--- config.mk ---
export PLATFORM = sky130hd
export DESIGN_NAME = clk_cfg_sequencer
export DESIGN_NICKNAME = d
export VERILOG_FILES = /design/src/rtl/clk_cfg_sequencer.sv
export SDC_FILE = /design/constraint.sdc
export NUM_CORES = 1
export LEC_CHECK = 0
export CAP_MARGIN = 5
export CORE_UTILIZATION = 45
export DETAILED_ROUTE_END_ITERATION = 8
export DONT_BUFFER_PORTS = 1
export GPL_ROUTABILITY_DRIVEN = 0
export GPL_TIMING_DRIVEN = 1
export HOLD_SLACK_MARGIN = 0.05
export PLACE_DENSITY = 0.61
export SETUP_SLACK_MARGIN = 0.05
export SYNTH_ARGS = -nofsm -noshare
export SYNTH_HDL_FRONTEND = slang
export SYNTH_SLANG_ARGS = --single-unit
--- constraint.sdc ---
create_clock -name pll_clk -period 5.13 [get_ports pll_clk]
set_input_delay 0.513 -clock pll_clk [delete_from_list [all_inputs] [get_ports pll_clk]]
set_output_delay 0.513 -clock pll_clk [all_outputs]
set_load 0.005 [all_outputs]
--- src/rtl/clk_cfg_sequencer.sv ---
// Round-robin arbiter and glitch-safe sequencer for the CPU clock divider and gate.
// Divider switches happen only behind a gated clock unless clocks are forced from clk_ref.
module clk_cfg_sequencer #(
  parameter int         NUM_REQ     = 3,
  parameter int         GATE_SETTLE = 4,
  parameter int         DIV_SETTLE  = 8,
  parameter logic [2:0] DIV_RESET   = 3'b000
) (
  input  logic                   pll_clk,
  input  logic                   rst_cold_async,
  input  logic                   pll_locked,
  input  logic                   test_mode,
  input  logic [NUM_REQ-1:0]     req,
  input  logic [3*NUM_REQ-1:0]   req_div_sel,
  input  logic [NUM_REQ-1:0]     req_gate,
  output logic [NUM_REQ-1:0]     ack,
  output logic [NUM_REQ-1:0]     nack,
  output logic [2:0]             clk_div_sel,
  output logic                   clk_gate_en,
  output logic                   busy,
  output logic [2:0]             grant_id
);

  localparam int SETTLE_MAX = (GATE_SETTLE > DIV_SETTLE) ? GATE_SETTLE : DIV_SETTLE;
  localparam int CNT_W      = (SETTLE_MAX > 1) ? $clog2(SETTLE_MAX) : 1;
  localparam logic [CNT_W-1:0] GATE_LOAD = CNT_W'(GATE_SETTLE - 1);
  localparam logic [CNT_W-1:0] DIV_LOAD  = CNT_W'(DIV_SETTLE - 1);

  localparam logic [2:0] S_IDLE      = 3'd0;
  localparam logic [2:0] S_GATE_WAIT = 3'd1;
  localparam logic [2:0] S_DIV_WAIT  = 3'd2;
  localparam logic [2:0] S_ACK       = 3'd3;
  localparam logic [2:0] S_NACK      = 3'd4;

  logic [2:0]         state_reg, state_next;
  logic [CNT_W-1:0]   cnt_reg, cnt_next;
  logic [2:0]         grant_reg, grant_next;
  logic [2:0]         rr_ptr_reg, rr_ptr_next;
  logic [2:0]         l_div_reg, l_div_next;
  logic               l_gate_reg, l_gate_next;
  logic [2:0]         div_reg, div_next;
  logic               gate_reg, gate_next;
  logic [NUM_REQ-1:0] ack_reg, ack_next;
  logic [NUM_REQ-1:0] nack_reg, nack_next;

  // Requests rotated so that candidate 0 is the requester at rr_ptr.
  logic [2:0]         cand_idx [NUM_REQ];
  logic [NUM_REQ-1:0] cand_req;

  for (genvar gi = 0; gi < NUM_REQ; gi++) begin : g_rot
    logic [3:0] sum;
    assign sum           = {1'b0, rr_ptr_reg} + 4'(gi);
    assign cand_idx[gi]  = (sum >= 4'(NUM_REQ)) ? 3'(sum - 4'(NUM_REQ)) : sum[2:0];
    assign cand_req[gi]  = |(req & (NUM_REQ'(1) << cand_idx[gi]));
  end

  logic [2:0]         grant_idx;
  logic               any_req;
  logic [NUM_REQ-1:0] grant_oh;
  logic [NUM_REQ-1:0] grant_reg_oh;
  logic [2:0]         sel_div;
  logic               sel_gate;
  logic [2:0]         rr_after_grant;

  always_comb begin
    grant_idx = '0;
    any_req   = 1'b0;
    for (int k = NUM_REQ - 1; k >= 0; k--) begin
      if (cand_req[k]) begin
        grant_idx = cand_idx[k];
        any_req   = 1'b1;
      end
    end
  end

  assign grant_oh     = NUM_REQ'(1) << grant_idx;
  assign grant_reg_oh = NUM_REQ'(1) << grant_reg;

  always_comb begin
    sel_div  = '0;
    sel_gate = 1'b0;
    for (int k = 0; k < NUM_REQ; k++) begin
      if (grant_oh[k]) begin
        sel_div  = req_div_sel[3*k +: 3];
        sel_gate = req_gate[k];
      end
    end
  end

  assign rr_after_grant = (grant_reg == 3'(NUM_REQ - 1)) ? 3'd0 : grant_reg + 3'd1;

  always_comb begin
    state_next  = state_reg;
    cnt_next    = cnt_reg;
    grant_next  = grant_reg;
    rr_ptr_next = rr_ptr_reg;
    l_div_next  = l_div_reg;
    l_gate_next = l_gate_reg;
    div_next    = div_reg;
    gate_next   = gate_reg;
    ack_next    = '0;
    nack_next   = '0;
    case (state_reg)
      S_IDLE: begin
        if (any_req && pll_locked) begin
          grant_next  = grant_idx;
          l_div_next  = sel_div;
          l_gate_next = sel_gate;
          if (sel_div[2]) begin
            state_next = S_NACK;
            nack_next  = grant_oh;
          end else if (sel_div == div_reg || test_mode) begin
            div_next   = sel_div;
            gate_next  = sel_gate;
            state_next = S_ACK;
            ack_next   = grant_oh;
          end else begin
            gate_next  = 1'b1;
            cnt_next   = GATE_LOAD;
            state_next = S_GATE_WAIT;
          end
        end
      end
      S_GATE_WAIT: begin
        if (pll_locked) begin
          if (cnt_reg == '0) begin
            div_next   = l_div_reg;
            cnt_next   = DIV_LOAD;
            state_next = S_DIV_WAIT;
          end else begin
            cnt_next = cnt_reg - 1'b1;
          end
        end
      end
      S_DIV_WAIT: begin
        if (pll_locked) begin
          if (cnt_reg == '0) begin
            gate_next  = l_gate_reg;
            state_next = S_ACK;
            ack_next   = grant_reg_oh;
          end else begin
            cnt_next = cnt_reg - 1'b1;
          end
        end
      end
      S_ACK, S_NACK: begin
        rr_ptr_next = rr_after_grant;
        state_next  = S_IDLE;
      end
      default: state_next = S_IDLE;
    endcase
  end

  always_ff @(posedge pll_clk or negedge rst_cold_async) begin
    if (!rst_cold_async) begin
      state_reg  <= S_IDLE;
      cnt_reg    <= '0;
      grant_reg  <= '0;
      rr_ptr_reg <= '0;
      l_div_reg  <= DIV_RESET;
      l_gate_reg <= 1'b0;
      div_reg    <= DIV_RESET;
      gate_reg   <= 1'b0;
      ack_reg    <= '0;
      nack_reg   <= '0;
    end else begin
      state_reg  <= state_next;
      cnt_reg    <= cnt_next;
      grant_reg  <= grant_next;
      rr_ptr_reg <= rr_ptr_next;
      l_div_reg  <= l_div_next;
      l_gate_reg <= l_gate_next;
      div_reg    <= div_next;
      gate_reg   <= gate_next;
      ack_reg    <= ack_next;
      nack_reg   <= nack_next;
    end
  end

  assign ack         = ack_reg;
  assign nack        = nack_reg;
  assign clk_div_sel = div_reg;
  assign clk_gate_en = gate_reg;
  assign busy        = (state_reg != S_IDLE);
  assign grant_id    = grant_reg;

endmodule

== After elaboration in Yosys (flattened, before gate mapping) ==
Cells that the tools add are included.

* Shift-type cells: 5
* $lt $le $gt $ge: 3
* $add $sub $neg: 7
* Div/mod/pow operators: 0
* $mul: 0
* Multiplexer cells: 53
* Reduce and logical (&&, ||, !) cells: 17
* Bitwise operators: 3
* Eq/ne operators: 15

{| class="wikitable"
|+ Operator list
! kind !! count
|-
| 3-bit two-way mux || 36
|-
| 2-bit != test (second input constant) || 9
|-
| 3-bit one-hot mux with 3 select lines || 2
|-
| 1-bit by 3-bit << shifter with 3-bit output (first input constant) || 5
|-
| 3-bit one-hot mux with 2 select lines || 2
|-
| 1-bit two-way mux || 11
|-
| 5-bit AND reduction || 2
|-
| 3-bit AND || 3
|-
| 3-bit by 2-bit == test with 1-bit output (second input constant) || 3
|-
| 3-bit OR reduction || 3
|-
| 3-bit by 2-bit subtractor with 3-bit output (second input constant) || 3
|-
| 4-bit by 2-bit greater-or-equal comparator with 1-bit output (second input constant) || 2
|-
| 7-bit AND reduction || 1
|-
| 3-bit logical NOT || 2
|-
| 6-bit AND reduction || 1
|-
| 3-bit nonzero test || 2
|-
| 3-bit by 1-bit adder with 4-bit output (second input constant) || 1
|-
| 3-bit by 2-bit adder with 4-bit output (second input constant) || 1
|-
| 2-bit nonzero test || 2
|-
| 3-bit by 1-bit adder with 3-bit output (second input constant) || 1
|-
| 3-bit by 1-bit == test with 1-bit output (second input constant) || 1
|-
| 3-bit == test || 1
|-
| 3-bit == test (second input constant) || 1
|-
| 3-bit by 2-bit greater-or-equal comparator with 1-bit output (second input constant) || 1
|-
| other kinds (7) || 7
|}

* Bits in latches: 0
* Memory bits (writable): 0
* Bits in read-only memories: 0
* Memories: 0
* Flip-flop bits (word level): 26
* Input port bits: 19

== Longest topological paths before layout ==
* Depth after elaboration: 19
* Gate-level depth with buffers: 14
* Depth with buffers taken out: 12

== Worst setup path before layout ==
OpenSTA, ideal clock, no wires.

* Kind: register to register
* Start: register rr_ptr_reg[1]
* End: register cnt_reg[0]
* Clock period less this slack: 3.829 ns
* Path buffers: 0
* Arrival: 3.702 ns
* Slack: 1.301 ns
* Required time: 5.003 ns
* Stages on the path, launching flop included: 13
* Path through: dfrtp_1 -> ha_1 -> ha_1 -> a211oi_1 -> mux2i_1 -> mux2_2 -> a22oi_1 -> mux2_2 -> mux2i_2 -> xnor2_1 -> o31ai_1 -> and2_4 -> mux2_1

* Word-level cells in the longest chain between the ends: 17
* Elaborated cells on any way between the ends: 37

{| class="wikitable"
|+ RTL lines
! what !! line !! source
|-
| start, declared || 38 || <nowiki>logic [2:0] rr_ptr_reg, rr_ptr_next;</nowiki>
|-
| start signal, assigned || 170 || <nowiki>rr_ptr_reg <= rr_ptr_next;</nowiki>
|-
| 3-bit by 2-bit adder with 4-bit output || 52 || <nowiki>assign sum = {1'b0, rr_ptr_reg} + 4'(gi);</nowiki>
|-
| 4-bit by 2-bit greater-or-equal comparator with 1-bit output or 3-bit by 2-bit subtractor with 3-bit output (tied branches) || 53 || <nowiki>assign cand_idx[gi] = (sum >= 4'(NUM_REQ)) ? 3'(sum - 4'(NUM_REQ)) : sum[2:0];</nowiki>
|-
| 3-bit two-way mux || 53 ||
|-
| 1-bit by 3-bit << shifter with 3-bit output || 54 || <nowiki>assign cand_req[gi] = |(req & (NUM_REQ'(1) << cand_idx[gi]));</nowiki>
|-
| 3-bit AND || 54 ||
|-
| 3-bit OR reduction || 54 ||
|-
| 3-bit two-way mux (3 in a row) || 69 || <nowiki>if (cand_req[k]) begin</nowiki>
|-
| 1-bit by 3-bit << shifter with 3-bit output || 76 || <nowiki>assign grant_oh = NUM_REQ'(1) << grant_idx;</nowiki>
|-
| 3-bit two-way mux (3 in a row) || 83 || <nowiki>if (grant_oh[k]) begin</nowiki>
|-
| 3-bit == test || 112 || <nowiki>end else if (sel_div == div_reg || test_mode) begin</nowiki>
|-
| 1-bit logical OR || 112 ||
|-
| 2-bit != test (no line) || -- ||
|-
| 7-bit AND reduction (no line) * || -- ||
|-
| end signal, assigned || 168 || <nowiki>cnt_reg <= cnt_next;</nowiki>
|-
| end, declared || 36 || <nowiki>logic [CNT_W-1:0] cnt_reg, cnt_next;</nowiki>
|}

Every way passes the cells marked *; elsewhere a longest branch is shown, timed or not.
A chain may end at the register's enable or synchronous reset.

== Worst setup path in the final report ==
* Start: register rr_ptr_reg[0]
* End: register cnt_reg[1]

Same word-level chain as after synthesis.

==> impl_summary.log <==
INFO  metric syn-num-nets = 231
INFO  metric signed_area_change_from_the_synthesized_netlist_to_the_final_layout = 4.52%
INFO  metric worst_slew_margin_rel = 0.432
INFO  metric outcome = finished, final reports clean
INFO  metric drt_first_iter_violations = 80
INFO  metric synth_compound_area_frac = 0.206
INFO  metric worst_skew_pair.late_latency = 0.27 ns
INFO  metric critical_path.endpoint_type = register
INFO  metric drt-vias-per-instance = 6.05
INFO  metric whs_path_depth = 2
INFO  metric start_util = 0.477
INFO  metric netlist.top_cell.by_area = sky130_fd_sc_hd__dfrtp_1
INFO  metric timing.max_cap.violations = 0
INFO  metric r2r-start = rr_ptr_reg[0]
INFO  metric asyncSetResetFlopFracSynth = 1.00
INFO  metric post_cts_buffers = 0
INFO  metric max_freq = 0.219 GHz
INFO  metric layout.area.seq = 651 sq um
INFO  metric synth_cells = 203
INFO  metric ctsLongestPathBuffers = 2
INFO  metric synth.area.top_cells = sky130_fd_sc_hd__dfrtp_1, sky130_fd_sc_hd__ha_1, sky130_fd_sc_hd__mux2_2, sky130_fd_sc_hd__nand2_1, sky130_fd_sc_hd__o21ai_0
INFO  metric vias = 1518
INFO  metric route.detailed.wl_per_inst = 17.3 um
INFO  metric largest_net_degree_at_the_start_of_global_routing = 27
INFO  metric io_pins = 33
INFO  metric share_of_cell_area_taken_by_muxes_after_synthesis = 0.128
INFO  metric final_period_minus_worst_setup_slack = 4.56 ns
INFO  metric rsz_0062_raised_after_global_routing = no
INFO  metric hold_fails_final_rpt = 0
INFO  metric antenna_left = 0
INFO  metric fp.coreArea = 4060 sq um
INFO  metric synth_cell_types = 61
INFO  metric data_arrival_time_of_the_critical_path = 4.71 ns
INFO  metric syn_area_per_cell = 9.54 sq um
INFO  metric synth_largest_type_area_fraction = 0.336
INFO  metric hold_class = in2reg
INFO  metric multi_input_gate_area_in_the_final_layout = 1200 sq um
INFO  metric wire_length_of_the_first_global_routing_pass = 7290 um
INFO  metric totalNegativeSetupSlack = 0 ns
INFO  metric ys_seq_elements = 26
INFO  metric synth-adder-area-share = 0.0582
INFO  metric antennaDiodeCount = 0
INFO  metric grtUsageTotal = 0.215
INFO  metric crit_path_max_incr_delay = 0.58 ns
INFO  metric finClkSkew = 0.00224 ns
INFO  metric hold_end = nack[2]
INFO  metric initial_antenna_violation_count = 0
INFO  metric h-tree-depth = 1
INFO  metric synth-simple-area-share = 0.200
INFO  metric finish.net_count = 231
INFO  metric critical_path.cell_chain = ha_1, ha_1, a211oi_1, mux2i_1, mux2_2, a22oi_1, mux2_2, mux2i_2, xnor2_1, o31ai_1, and2_4, mux2_1
INFO  metric detail_route.first_pass.iterations = 4
INFO  metric synthesized_cell_area = 1940 sq um
INFO  metric routed_wire_length = 4340 um
INFO  metric drc = 0
INFO  metric worst_setup_start_kind = register
INFO  metric clock_sink_count = 26
INFO  metric mostFrequentLayoutCells = sky130_fd_sc_hd__dfrtp_1, sky130_fd_sc_hd__nand2_1, sky130_fd_sc_hd__o21ai_0
INFO  metric die_x = 67.6 um
INFO  metric crit_path_top_delay_cell = sky130_fd_sc_hd__dfrtp_1
INFO  metric layout.cells.most_common = sky130_fd_sc_hd__dfrtp_1
INFO  metric finalSetupViolCount = 0
INFO  metric final.period_utilization = 0.889
INFO  metric r2r.worst_path.cells = 12
INFO  metric synth_edf_count = 0
INFO  metric timing.reg2reg.setup_slack = 0.57 ns
INFO  metric post_cts_resize_count = 0
INFO  metric number_of_buffers_added_by_the_clock_tree_synthesis_step = 3
INFO  metric std_cell_rows = 23
INFO  metric final-max-slew-violation-count = 0
INFO  metric cts_root_buffer = sky130_fd_sc_hd__clkbuf_8
INFO  metric final.fill_count = 389
INFO  metric ys_seq_area_frac = 0.336
INFO  metric cp.required = 5.28 ns
INFO  metric worst-setup-path-type = reg2reg
INFO  metric chipHeight = 67.6 um
INFO  metric clk_pin_slew = 0.09 ns
INFO  metric worst_hold_startpoint = req_div_sel[8]
INFO  metric first_global_vias = 1529
INFO  metric global_route.overflow_total = 0
INFO  metric regToRegEndpoint = cnt_reg[1]
INFO  metric clock_tree_from_tritoncts = built
INFO  metric place_hpwl = 3320 um
INFO  metric yosys_warnings = 0
INFO  metric proportion_of_layout_cells_with_a_drive_suffix_above_1 = 0.174
INFO  metric cts_hold_buffers = 2
INFO  metric die-area = 4570 sq um
INFO  metric port_buffers = 0
INFO  metric timing_worst_slew_pin_value = 0.851 ns
INFO  metric path_max_fanout = 17
INFO  metric yosys_most_used_dff = sky130_fd_sc_hd__dfrtp_1
INFO  metric synth_top_family_by_area = compound AO/OA/AOI/OAI gates
INFO  metric synthXorXnorAreaFrac = 0.0310
-- final cells by class --
type | instances | share of cell area
Tap cell | 50 | 0.0309
Sequential cell | 26 | 0.322
Inverter | 9 | 0.0167
Multi-Input combinational cell | 161 | 0.596
Timing Repair Buffer | 2 | 0.0148
Clock buffer | 3 | 0.0204
-- how the worst max path moves through the flow --
stage	startpoint	to	slack, ns	depth (start not counted)
after detailed placement	rr_ptr_reg[0]	cnt_reg[1]	0.64	12
after CTS	rr_ptr_reg[0]	cnt_reg[1]	0.63	12
after global routing	rr_ptr_reg[0]	cnt_reg[1]	0.33	12
after global placement	rr_ptr_reg[0]	cnt_reg[1]	0.87	12
after floorplan	rr_ptr_reg[1]	cnt_reg[0]	1.30	12
final	rr_ptr_reg[0]	cnt_reg[1]	0.57	12
-- per-layer routing --
metal  share of wire  GRT usage  up-vias
met5               0          0        -
met4          0.0048     0.0479        0
met3           0.066     0.0422        2
met2            0.45      0.334       45
met1            0.48      0.304      744
li1                -          -      727
-- per-stage QoR --
step	instances	hold WS (ns)	utilization	area [sq um]	setup slack (ns)
final	251	0.352	0.499	2020	0.568
after global placement	246	0.218	0.481	1950	0.872
after global routing	251	0.363	0.499	2020	0.325
after detailed placement	246	0.218	0.481	1950	0.637
after CTS	251	0.353	0.499	2020	0.632
after floorplan	203	0.217	-	1940	1.30
-- Yosys cell counts, drive strengths merged, types with 2 or more instances --
master and instances:
o21a 2, clkbuf 3, a21oi 12, nor3 2, or3 3, mux2i 7
a31oi 2, nand3 3, nor2b 4, and2 5, inv 9, o211a 3
buf 4, a221o 2, a21o 2, and3 6, or2 5, nand2 21
nand2b 5, dfrtp 26, o22ai 2, xnor2 5, ha 9, o21ai 14
mux2 12, a211oi 2, o31ai 3, nor2 11
-- kinds of logic (layout without fill, tap and decap cells) --
family / count (synthesis) / in the layout
muxes: 20 / 20
DFF: 26 / 26
buffers and inverters: 16 / 14
xor gates and xnor gates: 6 / 6
adders and majority gates: 9 / 9
AOI/OAI and AO/OA: 54 / 54
and+or+nand+nor: 72 / 72
-- worst max-delay path, delay by kind of cell, from the launching register on --
kind / cells / cell delay, ns
xor+xnor: 1 / 0.17
mux: 5 / 1.85
fa+ha+maj: 2 / 0.52
simple gates: 1 / 0.21
compound gates: 3 / 1.11
flops: 1 / 0.58
Power is left out: the tool's default activity adds up to more than one toggle a clock period on the data nets, which glitch-free logic cannot reach.
